$ cat src/rtl/cdc_hs_arbiter_pkg.sv
// Shared constants for the req/ack CDC handshake arbiter.
package cdc_pkg;

  // Handshake FSM state encoding.
  localparam logic [1:0] ST_IDLE = 2'd0;
  localparam logic [1:0] ST_REQ  = 2'd1;
  localparam logic [1:0] ST_REL  = 2'd2;

  // Default payload width per requester.
  localparam int CDC_DW_DEFAULT = 32;

endpackage

$ cat src/rtl/cdc_hs_arbiter_sync_2ff.sv
// Two-flop level synchronizer with synchronous active-high reset.
module sync_2ff (
  input  logic clk,
  input  logic rst,
  input  logic d,
  output logic q
);

  logic meta;

  // Shift the asynchronous level through two flops.
  always_ff @(posedge clk) begin
    if (rst) begin
      meta <= 1'b0;
      q    <= 1'b0;
    end else begin
      meta <= d;
      q    <= meta;
    end
  end

endmodule

$ cat src/rtl/cdc_hs_arbiter.sv
// Round-robin scheduler sharing one four-phase req/ack CDC channel among N
// local requesters. The far-side acknowledge is brought in through sync_2ff.
// Optional build macro: CDC_HS_TIMEOUT_EN adds a per-phase timeout and the
// sticky err_o output.
//
// state | meaning
// IDLE  | no transfer; grant the next requester when ack_s is low
// REQ   | xreq_o high, waiting for the synchronized ack to rise
// REL   | xreq_o low, waiting for the synchronized ack to fall
module cdc_hs_arbiter
  import cdc_pkg::*;
#(
  parameter int N              = 4,
  parameter int DW             = CDC_DW_DEFAULT,
  parameter int TIMEOUT_CYCLES = 1023
) (
  input  logic                 clk,
  input  logic                 rst,
  input  logic [N-1:0]         req_i,
  input  logic [N*DW-1:0]      data_i,
  output logic [N-1:0]         gnt_o,
  output logic                 busy_o,
  output logic                 xreq_o,
  output logic [DW-1:0]        xdata_o,
  output logic [$clog2(N)-1:0] xsel_o,
  input  logic                 xack_i,
  output logic                 done_o
`ifdef CDC_HS_TIMEOUT_EN
  ,
  output logic                 err_o
`endif
);

  localparam int PW = $clog2(N);

  logic [1:0]    state;
  logic [PW-1:0] ptr;
  logic [PW-1:0] win;
  logic          any_req;
  logic          grant_ok;
  logic          ack_s;
  int            idx;

`ifdef CDC_HS_TIMEOUT_EN
  localparam int CW = $clog2(TIMEOUT_CYCLES + 1);
  logic [CW-1:0] cnt;
  logic          tmo;

  // Fires on the cycle whose edge would bring the phase count to the limit.
  assign tmo = (cnt == CW'(TIMEOUT_CYCLES - 1));
`endif

  sync_2ff u_ack_sync (
    .clk (clk),
    .rst (rst),
    .d   (xack_i),
    .q   (ack_s)
  );

  // Round-robin pick: first set request searching upward from ptr+1.
  always_comb begin
    win     = ptr;
    any_req = 1'b0;
    idx     = 0;
    for (int i = 1; i <= N; i++) begin
      idx = (int'(ptr) + i) % N;
      if (!any_req && req_i[idx[PW-1:0]]) begin
        any_req = 1'b1;
        win     = idx[PW-1:0];
      end
    end
  end

  // A grant needs a quiet channel (ack_s low) and at least one request.
  assign grant_ok = (state == ST_IDLE) && !ack_s && any_req && !rst;
  assign done_o   = (state == ST_REL) && !ack_s && !rst;
  assign busy_o   = (state != ST_IDLE);

  // One-hot grant pulse in the cycle the winner's payload is captured.
  always_comb begin
    gnt_o = '0;
    if (grant_ok) gnt_o[win] = 1'b1;
  end

  // Handshake FSM with payload capture and pointer update.
  always_ff @(posedge clk) begin
    if (rst) begin
      state   <= ST_IDLE;
      ptr     <= PW'(N - 1);
      xreq_o  <= 1'b0;
      xdata_o <= '0;
      xsel_o  <= '0;
`ifdef CDC_HS_TIMEOUT_EN
      cnt     <= '0;
      err_o   <= 1'b0;
`endif
    end else begin
`ifdef CDC_HS_TIMEOUT_EN
      cnt <= cnt + 1'b1;
`endif
      case (state)
        ST_IDLE: begin
`ifdef CDC_HS_TIMEOUT_EN
          cnt <= '0;
`endif
          if (grant_ok) begin
            state   <= ST_REQ;
            xreq_o  <= 1'b1;
            xdata_o <= data_i[win*DW +: DW];
            xsel_o  <= win;
            ptr     <= win;
          end
        end
        ST_REQ: begin
          // A real acknowledge wins over a timeout in the same cycle.
          if (ack_s) begin
            state  <= ST_REL;
            xreq_o <= 1'b0;
`ifdef CDC_HS_TIMEOUT_EN
            cnt    <= '0;
          end else if (tmo) begin
            state  <= ST_IDLE;
            xreq_o <= 1'b0;
            err_o  <= 1'b1;
            cnt    <= '0;
`endif
          end
        end
        ST_REL: begin
          if (!ack_s) begin
            state <= ST_IDLE;
`ifdef CDC_HS_TIMEOUT_EN
            cnt   <= '0;
          end else if (tmo) begin
            state <= ST_IDLE;
            err_o <= 1'b1;
            cnt   <= '0;
`endif
          end
        end
        default: begin
          state  <= ST_IDLE;
          xreq_o <= 1'b0;
        end
      endcase
    end
  end

endmodule

$ cat config.mk
export PLATFORM = sky130hd
export DESIGN_NAME = cdc_hs_arbiter
export DESIGN_NICKNAME = d
export VERILOG_FILES = /design/src/rtl/cdc_hs_arbiter_pkg.sv /design/src/rtl/cdc_hs_arbiter_sync_2ff.sv /design/src/rtl/cdc_hs_arbiter.sv
export SDC_FILE = /design/constraint.sdc
export NUM_CORES = 1
export LEC_CHECK = 0
export CAP_MARGIN = 20
export CORE_ASPECT_RATIO = 2
export CORE_MARGIN = 2
export CORE_UTILIZATION = 37
export CTS_BUF_LIST = sky130_fd_sc_hd__clkbuf_8 sky130_fd_sc_hd__clkbuf_16
export CTS_CLUSTER_SIZE = 20
export DETAILED_ROUTE_END_ITERATION = 8
export HOLD_SLACK_MARGIN = 0.03
export PLACE_DENSITY = 0.93
export SLEW_MARGIN = 20
export SYNTH_ARGS = -nofsm -noshare
export SYNTH_HDL_FRONTEND = slang
export SYNTH_SLANG_ARGS = --single-unit
$ cat constraint.sdc
create_clock -name clk -period 3.6 [get_ports clk]
set_input_delay 1.08 -clock clk [delete_from_list [all_inputs] [get_ports clk]]
set_output_delay 1.08 -clock clk [all_outputs]
set_load 0.005 [all_outputs]
-- Word level (Yosys, flattened, before mapping)
Index checks and enable logic that the tools add are counted.
Widths: inputs -> output; s select.
- bits in registers: 41
- output and inout port bits: 41
- logic and storage cells: 69
- add/subtract/negate cells: 4
- order comparisons: 6
- equality and inequality tests: 5
- shift operators: 1
- mux-type cells: 26
- bitwise gates (word level): 1
- reduce and logical (&&, ||, !) cells: 19
- operators by type and width (cell ; count):
    $shiftx 128x8->32 ; 1
    $lt 2x3->1 const B ; 5
    $mux 2 ; 7
    $mux 1 ; 11
    $logic_and 1x1->1 ; 9
    $bmux 1 s2 ; 4
    $pmux 2 s3 ; 1
    $reduce_and 3->1 ; 2
    $logic_not 1->1 ; 5
    $add 2x1->2 const B ; 2
    $add 2x2->2 const B ; 2
    $mux 4 ; 1
    $ne 2x2->1 const B ; 2
    $pmux 1 s3 ; 1
    $demux 1 s2 ; 1
    $eq 2x1->1 const B ; 1
    $eq 2x2->1 const B ; 1
    $ge 2x1->1 const B ; 1
    $logic_not 2->1 ; 1
    $ne 2x1->1 const B ; 1
    $reduce_and 2->1 ; 1
    $reduce_bool 2->1 ; 1
    $not 1->1 ; 1

-- Logic depth before layout (Yosys ltp)
- depth in word-level cells: 18
- depth in mapped cells: 8
- mapped depth without buffers: 5

-- By module
From an unflattened synthesis, not the netlist that was laid out.
- cells, all modules: 309
- area, all modules: 2865.2 um2
- by module, submodules not included (module ; instances ; cells each ; area each (um2) ; sequential area each (um2)):
    cdc_hs_arbiter ; 1 ; 305 ; 2812.7 ; 780.7
    sync_2ff ; 1 ; 4 ; 52.6 ; 40.0

-- Worst setup path after synthesis
No wires, ideal clock.
- path kind: input port to output port
- from: input port req_i[3]
- to: output port gnt_o[2]
- arrival: 2259 ps
- setup slack: 261 ps
- stages on the path: 5
- path buffers: 1
- path through: nor4_1 nor4_4 nor3b_4 buf_6 and2_1
- word-level cells in the longest chain between the ends: 17
- elaborated cells on any way between the ends: 30
- classes of those cells: order compare: 2; mux: 19; reduce/logical: 9
- RTL lines (element ; line ; text):
    from (decl) ; cdc_hs_arbiter.sv:19 ; input logic [N-1:0] req_i,
    $bmux 1 s2 ; cdc_hs_arbiter.sv:67 ; if (!any_req && req_i[idx[PW-1:0]]) begin
    $mux 1 (implied by the code) ; cdc_hs_arbiter.sv:67 ;
    $mux 1 ; cdc_hs_arbiter.sv:67 ;
    $logic_not 1->1 ; cdc_hs_arbiter.sv:67 ;
    $logic_and 1x1->1 ; cdc_hs_arbiter.sv:67 ;
    $mux 1 ; cdc_hs_arbiter.sv:67 ;
    $logic_not 1->1 ; cdc_hs_arbiter.sv:67 ;
    $logic_and 1x1->1 ; cdc_hs_arbiter.sv:67 ;
    $mux 1 ; cdc_hs_arbiter.sv:67 ;
    $logic_not 1->1 ; cdc_hs_arbiter.sv:67 ;
    $logic_and 1x1->1 ; cdc_hs_arbiter.sv:67 ;
    $mux 2 ; cdc_hs_arbiter.sv:67 ;
    $lt 2x3->1 (implied by the code) or $ge 2x1->1 (tied branches) ; cdc_hs_arbiter.sv:82 ; if (grant_ok) gnt_o[win] = 1'b1;
    $logic_and 1x1->1 (implied by the code) ; cdc_hs_arbiter.sv:82 ;
    $mux 1 (implied by the code) ; cdc_hs_arbiter.sv:82 ;
    $demux 1 s2 ; cdc_hs_arbiter.sv:82 ;
    $mux 4 * ; cdc_hs_arbiter.sv:82 ;
    to (decl) ; cdc_hs_arbiter.sv:21 ; output logic [N-1:0] gnt_o,
Every way passes the cells marked *; elsewhere a longest branch is shown, timed or not. The select of a mux whose other input is x is not followed.

-- Worst setup path after layout
Ends and elaborated chain as after synthesis.

==> results.md <==
* Final Max Tran Viols at 0
* Cell with the most instances on the worst path: buf_4
* Final hold slack at ~430 ps
* Hold Vio Cnt, Final at 0
* CP Data Required Time at 2520 ps
* Worst Setup End Kind: output port
* Starting Density at between 30% and 40%
* Maxcap violations at 0
* Crit path depth at 7
* Die width at 65.5 um
* Ordered cell list for the critical path: dlygate4sd2_1 -> and3b_1 -> o31ai_4 -> nor3b_4 -> buf_4 -> and2_1 -> buf_4
* Most instantiated library cell after synthesis: dfxtp_1
* Die Height at 127 um
* Setup Skew at 4.03 ps
* Share of final-layout standard cells stronger than drive strength 1 at roughly 18%
* Reg2reg path depth at 6
* Mean instance size in the synthesized netlist at 9.29 um^2
* Crit path arrival time at 2440 ps
* RSZ-0062 raised after global routing: no
* Number of different library cells in the post-synthesis netlist at 46
* Cell area after synthesis at 0.00280 mm^2
* Fin cells at around 570
* Startpoint type of the worst setup path: primary input
* Vias per cell at 5.78
* Average routed wire per standard cell at ~19 um
* Antenna violations before repair at 0
* Total power at ~1.7 mW
* Number of iterations in the first detailed-routing pass at 4
* Final setup vio count at 0
* Fraction of synthesized cell area taken by the top area cell type at 29.4%
* Warning count from the yosys run at 0
* Total wirelength of the detailed-routed design at around 11,000 um
* Global router's overall resource usage at about 26%
* CTS tree: done
* Min Clock Period, post-route at 3520 ps
* Clock net sink count at 41
* Power density over the cells at 343 mW/mm^2
* Routability congestion estimate from global placement at 0.811
* Via count of the first global-routing pass at about 3,500
* Family of cells with the greatest summed delay on the critical path: buffers and inverters
* Area share of and/or/nand/nor cells after synthesis at 17.7%
* Buffers from clock root to sink, at most at 2
* Type of the most critical hold path: reg -> reg
* Floorplan row count at 44
* Top cells by area, synth: dfxtp_1 (29%), o31ai_1 (8.6%), nand4_1 (7.2%)
* Proportion of synthesized flip-flops having asynchronous set or reset at 0%
* Post-synthesis share of cell area spent on xor and xnor gates at less than 1%
* Slew at the pin closest to its max-slew limit at a little over 400 ps
* Latest clock arrival within the worst-skew pair at 280 ps
* Final-layout setup total negative slack at 0 ps
* Synthesized instance count at 301
* Overflow after GRT at 0
* Peak supply drop at between 200 and 300 uV
* Fraction of synthesized area in multiplexers at 13.2%
* Period utilisation layout at 97.7%
* Largest net degree at the start of global routing at 33
* Core Footprint at 0.00727 mm^2
* Status: completed
* Cell with the largest stage delay on the worst path: o31ai_4
* Number of design-rule violations left by the first detailed-router iteration at between 300 and 400
* Biggest area consumer among synthesized cells: dfxtp_1
* Final ANT Viol Nets at 0
* Fraction of the yosys area taken by sequential cells at 29.4%
* Syn_nets at between 400 and 500
* DR DRC count at 0
* Worst slew margin relative to its limit at just over 70%
* Critical path fanouts, max at 5
* Adder-cell share of the synthesized area at 0%
* Ports placed on the boundary at 176
* Total leakage power at 1.92 nW
* Combinational family with the most area after synthesis: compound AO/OA/AOI/OAI gates
* Growth of design area from synthesis to finish at 72.6%
* Area of the die at 0.00831 mm^2
* Placed instance count at 554
* Diode insertion count for antenna repair at 0
* Number of buffers inserted during clock tree synthesis at 5
* Total half-perimeter wirelength after legalization and detailed placement at 7790 um
* Routed via count at around 3,300
* Filler cell count in the final layout at 606
* Flop and latch count out of synthesis at 41
* Area fraction in compound gates after synthesis at 31.7%
* Clock transition at path regs at 60 ps
* Worst hold stages at 1
* First-pass GRT wire length at 16,700 um
* Number of enable flip-flop cells after synthesis at 0
* Count of buffers from port buffering at 175
* Predominant post-synthesis flop cell: dfxtp_1
* Synth cell count leaders: dfxtp_1 (41), nand4_1 (32), o31ai_1 (32)
* Worst Path Buf+Inv at 3
* Critical path class: in -> out
* Upper clock frequency limit at ~280 MHz
* Number of nets in the final layout at 609
* Delay contributed by the slowest stage of the critical path at 320 ps
* Total number of H-tree levels at 2
* Buffer cell driving the clock tree root: clkbuf_16
[layout make-up]
type	count	area (um^2)	share of cell area [%]
Multi-Input combinational cell	224	1810	37.5
Tap cell	92	115	2.39
Timing Repair Buffer	200	1940	40.2
Sequential cell	41	821	17.0
Inverter	2	7.51	0.156
Clock buffer	5	125	2.59
Clock inverter	1	5.00	0.104
[path summary, 6_finish.rpt]
check	start	slack (ps)	endpoint
setup / recovery	req_i[3]	80	gnt_o[2]
hold / removal	u_ack_sync.meta	430	u_ack_sync.q
setup reg to reg	ptr[1]	1310	xdata_o[3]
hold reg to reg	u_ack_sync.meta	430	u_ack_sync.q
[state kept, by name, indices dropped and copies added, names as in the netlist]
| register | cells |
|---|---|
| ptr | 2 |
| u_ack_sync.q | 1 |
| u_ack_sync.meta | 1 |
| xsel_o | 2 |
| xreq_o | 1 |
| state | 2 |
| xdata_o | 32 |
[worst reg2reg max path: cells and delay by family, from the launching register on]
kind                   cells  cell delay (ps)
DFF                        1              480
muxes                      1              390
and+or+nand+nor            2              490
AOI/OAI and AO/OA          2              390
buffers and inverters      1              430
[per-layer routing]
metal | part of all wire [%] | vias to the layer above | GRT usage, %
li1 | - | 1528 | -
met1 | 34 | 1545 | 25.4
met2 | 55 | 164 | 48.5
met3 | 5.8 | 28 | 4.52
met4 | 4.5 | 0 | 13.7
met5 | 0 | - | 0
[power breakdown]
group,internal [mW],total (mW),switching [mW]
Sequential,0.517,0.558,0.0412
Combinational,0.406,0.682,0.276
Clock,0.248,0.417,0.169
Total,1.17,1.66,0.487
[metrics by stage]
step	worst slack, ps	utilization (%)	cell area, um^2
2_1_floorplan	261	-	2800
3_3_place_gp	-460	63.6	4620
3_5_place_dp	-510	63.6	4620
4_1_cts	7.42	66.4	4830
5_1_grt	12.6	66.4	4830
6_report	84.3	66.4	4830
[timing repair]
action / in CTS / in global routing
setup endpoints to repair: 4 / 2
setup buffers: 5 / 0
gates resized for setup: 27 / 3
hold buffers: 0 / 0
pin swaps: 4 / 1
[layout by cell type, fill, tap and decap left out, types with 2 or more instances in the layout]
cell / n
inv_1: 2
nand2_1: 20
a21oi_1: 17
clkdlybuf4s50_1: 166
buf_2: 2
mux2_4: 6
o211ai_1: 12
nand4_1: 32
a21o_1: 2
nor2_1: 5
mux2i_1: 19
o31ai_1: 32
dlygate4sd2_1: 3
nor2_2: 2
buf_4: 23
a21oi_4: 2
mux2_2: 8
clkbuf_16: 5
a21bo_2: 16
nor2b_1: 3
buf_6: 2
dfxtp_1: 41
nand2b_1: 3
a21bo_1: 2
a221o_1: 14
o211ai_2: 6
and3b_1: 2
[kinds of logic (layout without fill, tap and decap cells)]
group | Yosys count | in the layout
buf+inv | 36 | 208
flops | 41 | 41
xor+xnor | 1 | 1
mux | 33 | 33
compound gates | 108 | 108
simple gates | 82 | 82
Power figures use the tool's default switching activity.
